===== src/rtl/bexkat1_intseq_pkg.sv =====
// Shared bexkat1 definitions: INT-class function codes, operand-B select and
// the sequencer state type visible to the control unit and bench.
package bexkat1Def;

  localparam int INT_WIDTH = 32;
  localparam int REG_SP    = 15;

  typedef enum logic [3:0] {
    INT_MUL   = 4'd0,
    INT_DIV   = 4'd1,
    INT_MOD   = 4'd2,
    INT_MULU  = 4'd3,
    INT_DIVU  = 4'd4,
    INT_MODU  = 4'd5,
    INT_MULX  = 4'd6,
    INT_MULUX = 4'd7,
    INT_EXT   = 4'd8,
    INT_EXTB  = 4'd9,
    INT_COM   = 4'd10,
    INT_NEG   = 4'd11
  } intfunc_t;

  typedef enum logic {
    INT2_B    = 1'b0,
    INT2_SVAL = 1'b1
  } int2_t;

  typedef enum logic [1:0] {
    IS_IDLE = 2'd0,
    IS_MUL  = 2'd1,
    IS_DIV  = 2'd2,
    IS_DONE = 2'd3
  } intseq_state_t;

  // Result of every operation that finishes in one step, including the
  // divide-by-zero fallbacks; unused codes yield zero.
  function automatic logic [INT_WIDTH-1:0] immediate_result(intfunc_t f,
                                                            logic [INT_WIDTH-1:0] a);
    logic [INT_WIDTH-1:0] r;
    r = '0;
    case (f)
      INT_EXT:           r = {{(INT_WIDTH-16){a[15]}}, a[15:0]};
      INT_EXTB:          r = {{(INT_WIDTH-8){a[7]}}, a[7:0]};
      INT_COM:           r = ~a;
      INT_NEG:           r = '0 - a;
      INT_DIV, INT_DIVU: r = '1;
      INT_MOD, INT_MODU: r = a;
      default:           r = '0;
    endcase
    return r;
  endfunction

endpackage


===== src/rtl/bexkat1_intseq_if.sv =====
// Start/done request bus between the control unit and the integer sequencer.
interface bexkat1_intseq_if #(parameter int WIDTH = 32);
  import bexkat1Def::*;

  logic             start_i;
  intfunc_t         func_i;
  logic [WIDTH-1:0] in1_i;
  logic [WIDTH-1:0] in2_i;
  logic [WIDTH-1:0] out_o;
  logic             done_o;
  logic             busy_o;
  logic             divzero_o;

  modport master (
    output start_i, func_i, in1_i, in2_i,
    input  out_o, done_o, busy_o, divzero_o
  );

  modport slave (
    input  start_i, func_i, in1_i, in2_i,
    output out_o, done_o, busy_o, divzero_o
  );
endinterface


===== src/rtl/bexkat1_intseq_divstep.sv =====
// One restoring-division step: shift the next dividend bit into the partial
// remainder and subtract the divisor if it fits.
module bexkat1_divstep #(
  parameter int WIDTH = 32
) (
  input  logic [WIDTH-1:0] rem,
  input  logic [WIDTH-1:0] quo,
  input  logic [WIDTH-1:0] divisor,
  output logic [WIDTH-1:0] rem_next,
  output logic [WIDTH-1:0] quo_next
);

  logic [WIDTH:0] shifted;
  logic [WIDTH:0] diff;
  logic           fits;

  always_comb begin
    shifted = {rem, quo[WIDTH-1]};
    diff    = shifted - {1'b0, divisor};
    fits    = (shifted >= {1'b0, divisor});
    if (fits) begin
      rem_next = diff[WIDTH-1:0];
      quo_next = {quo[WIDTH-2:0], 1'b1};
    end else begin
      rem_next = shifted[WIDTH-1:0];
      quo_next = {quo[WIDTH-2:0], 1'b0};
    end
  end

endmodule


===== src/rtl/bexkat1_intseq.sv =====
// Multi-cycle integer unit: 32-step shift-add multiply, 32-step restoring
// divide, single-step unary ops, start/done handshake with registered outputs.
module bexkat1_intseq
  import bexkat1Def::*;
#(
  parameter int WIDTH = 32
) (
  input  logic              clk_i,
  input  logic              rst_i,
  bexkat1_intseq_if.slave   bus
);

  intseq_state_t      state_reg;
  intfunc_t           func_reg;
  logic [4:0]         count_reg;
  logic [WIDTH-1:0]   b_reg;
  logic [2*WIDTH-1:0] acc_reg;
  logic               neg_q_reg;
  logic               neg_r_reg;
  logic [WIDTH-1:0]   out_reg;
  logic               done_reg;
  logic               divzero_reg;

  logic               a_neg, b_neg, is_mul, is_div, is_signed, b_zero;
  logic [WIDTH-1:0]   a_mag, b_mag, a_op, b_op;

  // Request decode; signed forms iterate on operand magnitudes
  always_comb begin
    is_mul    = bus.func_i inside {INT_MUL, INT_MULU, INT_MULX, INT_MULUX};
    is_div    = bus.func_i inside {INT_DIV, INT_MOD, INT_DIVU, INT_MODU};
    is_signed = bus.func_i inside {INT_MUL, INT_MULX, INT_DIV, INT_MOD};
    b_zero    = (bus.in2_i == '0);
    a_neg     = bus.in1_i[WIDTH-1];
    b_neg     = bus.in2_i[WIDTH-1];
    a_mag     = a_neg ? ('0 - bus.in1_i) : bus.in1_i;
    b_mag     = b_neg ? ('0 - bus.in2_i) : bus.in2_i;
    a_op      = is_signed ? a_mag : bus.in1_i;
    b_op      = is_signed ? b_mag : bus.in2_i;
  end

  logic [WIDTH:0]     mul_sum;
  logic [2*WIDTH-1:0] mul_next;
  logic [2*WIDTH-1:0] prod;
  logic [WIDTH-1:0]   mul_result;

  // Low half holds the unconsumed multiplier bits, high half the running sum
  always_comb begin
    mul_sum  = {1'b0, acc_reg[2*WIDTH-1:WIDTH]} +
               (acc_reg[0] ? {1'b0, b_reg} : '0);
    mul_next = {mul_sum, acc_reg[WIDTH-1:1]};
    prod     = neg_q_reg ? ('0 - mul_next) : mul_next;
    if (func_reg inside {INT_MULX, INT_MULUX})
      mul_result = prod[2*WIDTH-1:WIDTH];
    else
      mul_result = prod[WIDTH-1:0];
  end

  logic [WIDTH-1:0] rem_next, quo_next, quo_fix, rem_fix, div_result;

  bexkat1_divstep #(.WIDTH(WIDTH)) u_divstep (
    .rem      (acc_reg[2*WIDTH-1:WIDTH]),
    .quo      (acc_reg[WIDTH-1:0]),
    .divisor  (b_reg),
    .rem_next (rem_next),
    .quo_next (quo_next)
  );

  always_comb begin
    quo_fix    = neg_q_reg ? ('0 - quo_next) : quo_next;
    rem_fix    = neg_r_reg ? ('0 - rem_next) : rem_next;
    div_result = (func_reg inside {INT_DIV, INT_DIVU}) ? quo_fix : rem_fix;
  end

  always_ff @(posedge clk_i) begin
    if (rst_i) begin
      state_reg   <= IS_IDLE;
      func_reg    <= INT_MUL;
      count_reg   <= '0;
      b_reg       <= '0;
      acc_reg     <= '0;
      neg_q_reg   <= 1'b0;
      neg_r_reg   <= 1'b0;
      out_reg     <= '0;
      done_reg    <= 1'b0;
      divzero_reg <= 1'b0;
    end else begin
      done_reg <= 1'b0;
      case (state_reg)
        IS_IDLE: begin
          if (bus.start_i) begin
            func_reg  <= bus.func_i;
            b_reg     <= b_op;
            acc_reg   <= {{WIDTH{1'b0}}, a_op};
            neg_q_reg <= is_signed && (a_neg != b_neg);
            neg_r_reg <= is_signed && a_neg;
            if (is_mul || (is_div && !b_zero)) begin
              state_reg <= is_mul ? IS_MUL : IS_DIV;
              count_reg <= 5'd31;
            end else begin
              state_reg   <= IS_DONE;
              out_reg     <= immediate_result(bus.func_i, bus.in1_i);
              divzero_reg <= is_div;
              done_reg    <= 1'b1;
            end
          end
        end
        IS_MUL, IS_DIV: begin
          acc_reg   <= (state_reg == IS_MUL) ? mul_next : {rem_next, quo_next};
          count_reg <= count_reg - 5'd1;
          // Sign fix-up and result select happen on the exit edge itself
          if (count_reg == 5'd0) begin
            state_reg   <= IS_DONE;
            count_reg   <= 5'd0;
            out_reg     <= (state_reg == IS_MUL) ? mul_result : div_result;
            divzero_reg <= 1'b0;
            done_reg    <= 1'b1;
          end
        end
        IS_DONE: state_reg <= IS_IDLE;
        default: state_reg <= IS_IDLE;
      endcase
    end
  end

  assign bus.out_o     = out_reg;
  assign bus.done_o    = done_reg;
  assign bus.busy_o    = (state_reg != IS_IDLE);
  assign bus.divzero_o = divzero_reg;

endmodule


===== src/flat_wrapper.sv =====
// flat-port wrapper written by rule: the top's interface ports become plain ports
module bexkat1_intseq_flat import bexkat1Def::*;
#(
  parameter int WIDTH = 32
)
  (clk_i, rst_i, bus_start_i, bus_func_i, bus_in1_i, bus_in2_i, bus_out_o, bus_done_o, bus_busy_o, bus_divzero_o);
  bexkat1_intseq_if #(.WIDTH(WIDTH)) bus_i ();
  input  logic clk_i;
  input  logic rst_i;
  input wire logic [$bits(bus_i.start_i)-1:0] bus_start_i;
  input wire logic [$bits(bus_i.func_i)-1:0] bus_func_i;
  input wire logic [$bits(bus_i.in1_i)-1:0] bus_in1_i;
  input wire logic [$bits(bus_i.in2_i)-1:0] bus_in2_i;
  output wire logic [$bits(bus_i.out_o)-1:0] bus_out_o;
  output wire logic [$bits(bus_i.done_o)-1:0] bus_done_o;
  output wire logic [$bits(bus_i.busy_o)-1:0] bus_busy_o;
  output wire logic [$bits(bus_i.divzero_o)-1:0] bus_divzero_o;
  assign bus_i.start_i = bus_start_i;
  assign bus_i.func_i = bus_func_i;
  assign bus_i.in1_i = bus_in1_i;
  assign bus_i.in2_i = bus_in2_i;
  assign bus_out_o = bus_i.out_o;
  assign bus_done_o = bus_i.done_o;
  assign bus_busy_o = bus_i.busy_o;
  assign bus_divzero_o = bus_i.divzero_o;
  bexkat1_intseq #(.WIDTH(WIDTH)) u_core (.clk_i(clk_i), .rst_i(rst_i), .bus(bus_i));
endmodule

===== config.mk =====
export PLATFORM = sky130hd
export DESIGN_NAME = bexkat1_intseq_flat
export DESIGN_NICKNAME = d
export VERILOG_FILES = /design/src/rtl/bexkat1_intseq_pkg.sv /design/src/rtl/bexkat1_intseq_if.sv /design/src/rtl/bexkat1_intseq_divstep.sv /design/src/rtl/bexkat1_intseq.sv /design/src/flat_wrapper.sv
export SDC_FILE = /design/constraint.sdc
export NUM_CORES = 1
export LEC_CHECK = 0
export ABC_AREA = 1
export BUFFER_PORTS_ARGS = -buffer_cell sky130_fd_sc_hd__buf_2
export CAP_MARGIN = 40
export CORE_UTILIZATION = 35
export CTS_CLUSTER_SIZE = 20
export DETAILED_ROUTE_END_ITERATION = 7
export PLACE_DENSITY = 0.58
export SYNTH_ARGS = -nofsm -noshare
export SYNTH_HDL_FRONTEND = slang
export SYNTH_SLANG_ARGS = --single-unit

===== constraint.sdc =====
create_clock -name clk_i -period 4.5 [get_ports clk_i]
set_clock_uncertainty 0.1 [all_clocks]
set_input_delay 0.45 -clock clk_i [delete_from_list [all_inputs] [get_ports clk_i]]
set_output_delay 0.45 -clock clk_i [all_outputs]
set_load 0.005 [all_outputs]

==> flow_summary.toml <==
[critical_path]
startpoint_type = "register"
crit_path_end_kind = "register"
r2r.worst_path.cells = 24
r2r_start = "u_core.b_reg[6]$_SDFFE_PP0P_"
endpoint = "u_core.bus.out_o[30]$_SDFFE_PP0P_"
arrival_ns = 4.30
r2r_end = "u_core.bus.out_o[30]$_SDFFE_PP0P_"
critPathRequiredTime_ns = 4.83
critPathKind = "reg2reg"
reg2reg_slack_ns = 0.54
crit_fanout = 27
startpoint = "u_core.b_reg[6]$_SDFFE_PP0P_"

[clocking]
numCtsBuffers = 17
clockRootBuffer = "clkbuf_16"
worst_skew_pair.late_latency_ns = 0.50
clk_pin_slew_ns = 0.06
htree_levels = 4
cts_tree = "yes"
cts.path.max_buffers = 2
clock-sinks = 143

[global_routing]
grt_max_degree = 64
first_global_vias = 19220
overflow = 0
grt_pass1_wl_um = 114500
grt.total_usage = 0.2808
antenna_found_initial = 2

[yosys]
synth_cell_types = 59
netlist.top_cell.by_area = "nand2_1"
ys_seq_elements = 143
ys.flop_type = "dfxtp_1"
netlist_top_cells_count = "nand2_1, inv_1, a21oi_1"
synthMostInstantiatedCell = "nand2_1"
avgSynthCellArea_um2 = 5.584
async_flop_share = 0
synth-seq-area-share = 0.1585
synth_edf_count = 0
syn-instance-count = 3235
yosysWarnings = 0
synth_area_um2 = 18060
synth.area.top_cells = "nand2_1, dfxtp_1, a21oi_1"
syn-num-nets = 3382
synth_top_area_frac = 0.1702

[die]
fp.dieW_um = 229.2
num_io_pins = 106
core-area_um2 = 50580
die_area_um2 = 52530
rows = 82
start_util = 0.3571
die_y_um = 229.2

[drt]
dr.pass1.iters = 6
wl_per_cell_um = 18.70
vias = 21710
drc = 0
drtIter0Drc = 2153
viasPerCell = 5.463
drtAntennaViolNets = 0
wirelength_um = 74310

[final_layout]
final_cells = 3974
syn_to_final_growth_pct = 10.85
layout-drive-gt1-share = 0.09179
largest_register_ffs = 64
fin_nets = 3436
utilization = 0.3959

[placed_design]
finalWeightedCongestion = 0.9609
io_buffers = 105
place_hpwl_um = 59850
dp.cells = 3942

[min_path]
hold_depth = 2
hold_class = "in2reg"

[timing]
timing.setup.tns_ns = 0
final-setup-viol-count = 0
rsz0062_at_grt = "false"
fmax_mhz = 252.5
worst_pin_slew_ns = 0.9379
relSlewSlack = 0.3705
hold_violations = 0
fin_crit_ns = 3.961
period_share = 0.8802
maxSlewViolCount = 0

[flow_run]
maxCapViolations = 0

[status]
status = "complete, no violations"
## metrics by stage
stage | setup slack, ns | cell area (um2) | hold WS [ns]
after floorplan | 1.254 | 18060 | 0.3450
after global placement | 0.6359 | 19380 | 0.3717
after detailed placement | 0.5515 | 19400 | 0.3746
after CTS | 0.5311 | 20020 | 0.07650
after global routing | 0.1594 | 20020 | 0.1051
final | 0.5390 | 20020 | 0.1055
## routing by layer
metal / share of wire / track usage / vias to the layer above
li1: - / - / 10830
met1: 0.46 / 0.3960 / 9954
met2: 0.43 / 0.4283 / 819
met3: 0.077 / 0.05055 / 103
met4: 0.027 / 0.08958 / 0
met5: 0 / 0 / -
## worst min path at each step
stage,start,end,slack (ns)
after detailed placement,u_core.bus.out_o[1]$_SDFFE_PP0P_,u_core.bus.out_o[1]$_SDFFE_PP0P_,0.37
after global placement,u_core.bus.out_o[1]$_SDFFE_PP0P_,u_core.bus.out_o[1]$_SDFFE_PP0P_,0.37
after floorplan,u_core.func_reg[1]$_SDFFE_PP0P_,u_core.func_reg[1]$_SDFFE_PP0P_,0.34
after global routing,bus_in2_i[31],u_core.neg_q_reg$_SDFFE_PP0P_,0.11
final,bus_in2_i[31],u_core.neg_q_reg$_SDFFE_PP0P_,0.11
after CTS,bus_in2_i[31],u_core.neg_q_reg$_SDFFE_PP0P_,0.08
## logic make-up after synthesis
group / synth area share
and+or+nand+nor: 0.3752
AOI/OAI and AO/OA: 0.2448
buffers and inverters: 0.1268
DFF: 0.1585
xor gates and xnor gates: 0.04073
adders and majority gates: 0.05347
muxes: 0.0005541
## final cells by class
cell class	instances	area [um2]
Fill cell	5690	30560
Multi-Input combinational cell	2501	12950
Sequential cell	143	2865
Inverter	455	1708
Timing Repair Buffer	171	1041
Tap cell	672	840.8
Clock buffer	22	484.2
Clock inverter	9	131.4
Antenna cell	1	2.502
## critical path, cell delays in order, from the launching register on
cell,delay [ns]
dfxtp_1,0.51
inv_1,0.08
ha_1,0.35
nand2_1,0.10
nor2_1,0.28
nand3_1,0.13
nor3_2,0.11
nand2_1,0.08
nand2_2,0.11
nor2_8,0.05
nand2_8,0.19
inv_2,0.19
nand2_1,0.11
nand2_2,0.13
nor2_1,0.23
nand2_1,0.09
nor2_1,0.20
nor2_1,0.10
nor2_4,0.24
nand2_1,0.08
nand2_1,0.07
nand3_1,0.08
nand2_1,0.08
nand2_1,0.05
a21oi_1,0.11
## cell usage in the layout, fill, tap and decap left out, types with 57 or more instances in the layout
cell      count
buf_2       105
o21ai_0     221
xor2_1       57
nand2_1     819
nand3_1     238
o211ai_1     67
dfxtp_1     141
nor2_1      316
inv_1       435
ha_1         73
buf_4        65
a21oi_1     330
## what timing repair did
item | CTS | global route
endpoints found under the setup margin | 0 | 2
hold buffers | 0 | 0
setup buffers | 0 | 0
resized for setup | 0 | 1
Power is not shown: default switching activity piles up to over one toggle a cycle in this logic, so the estimate is an artifact.
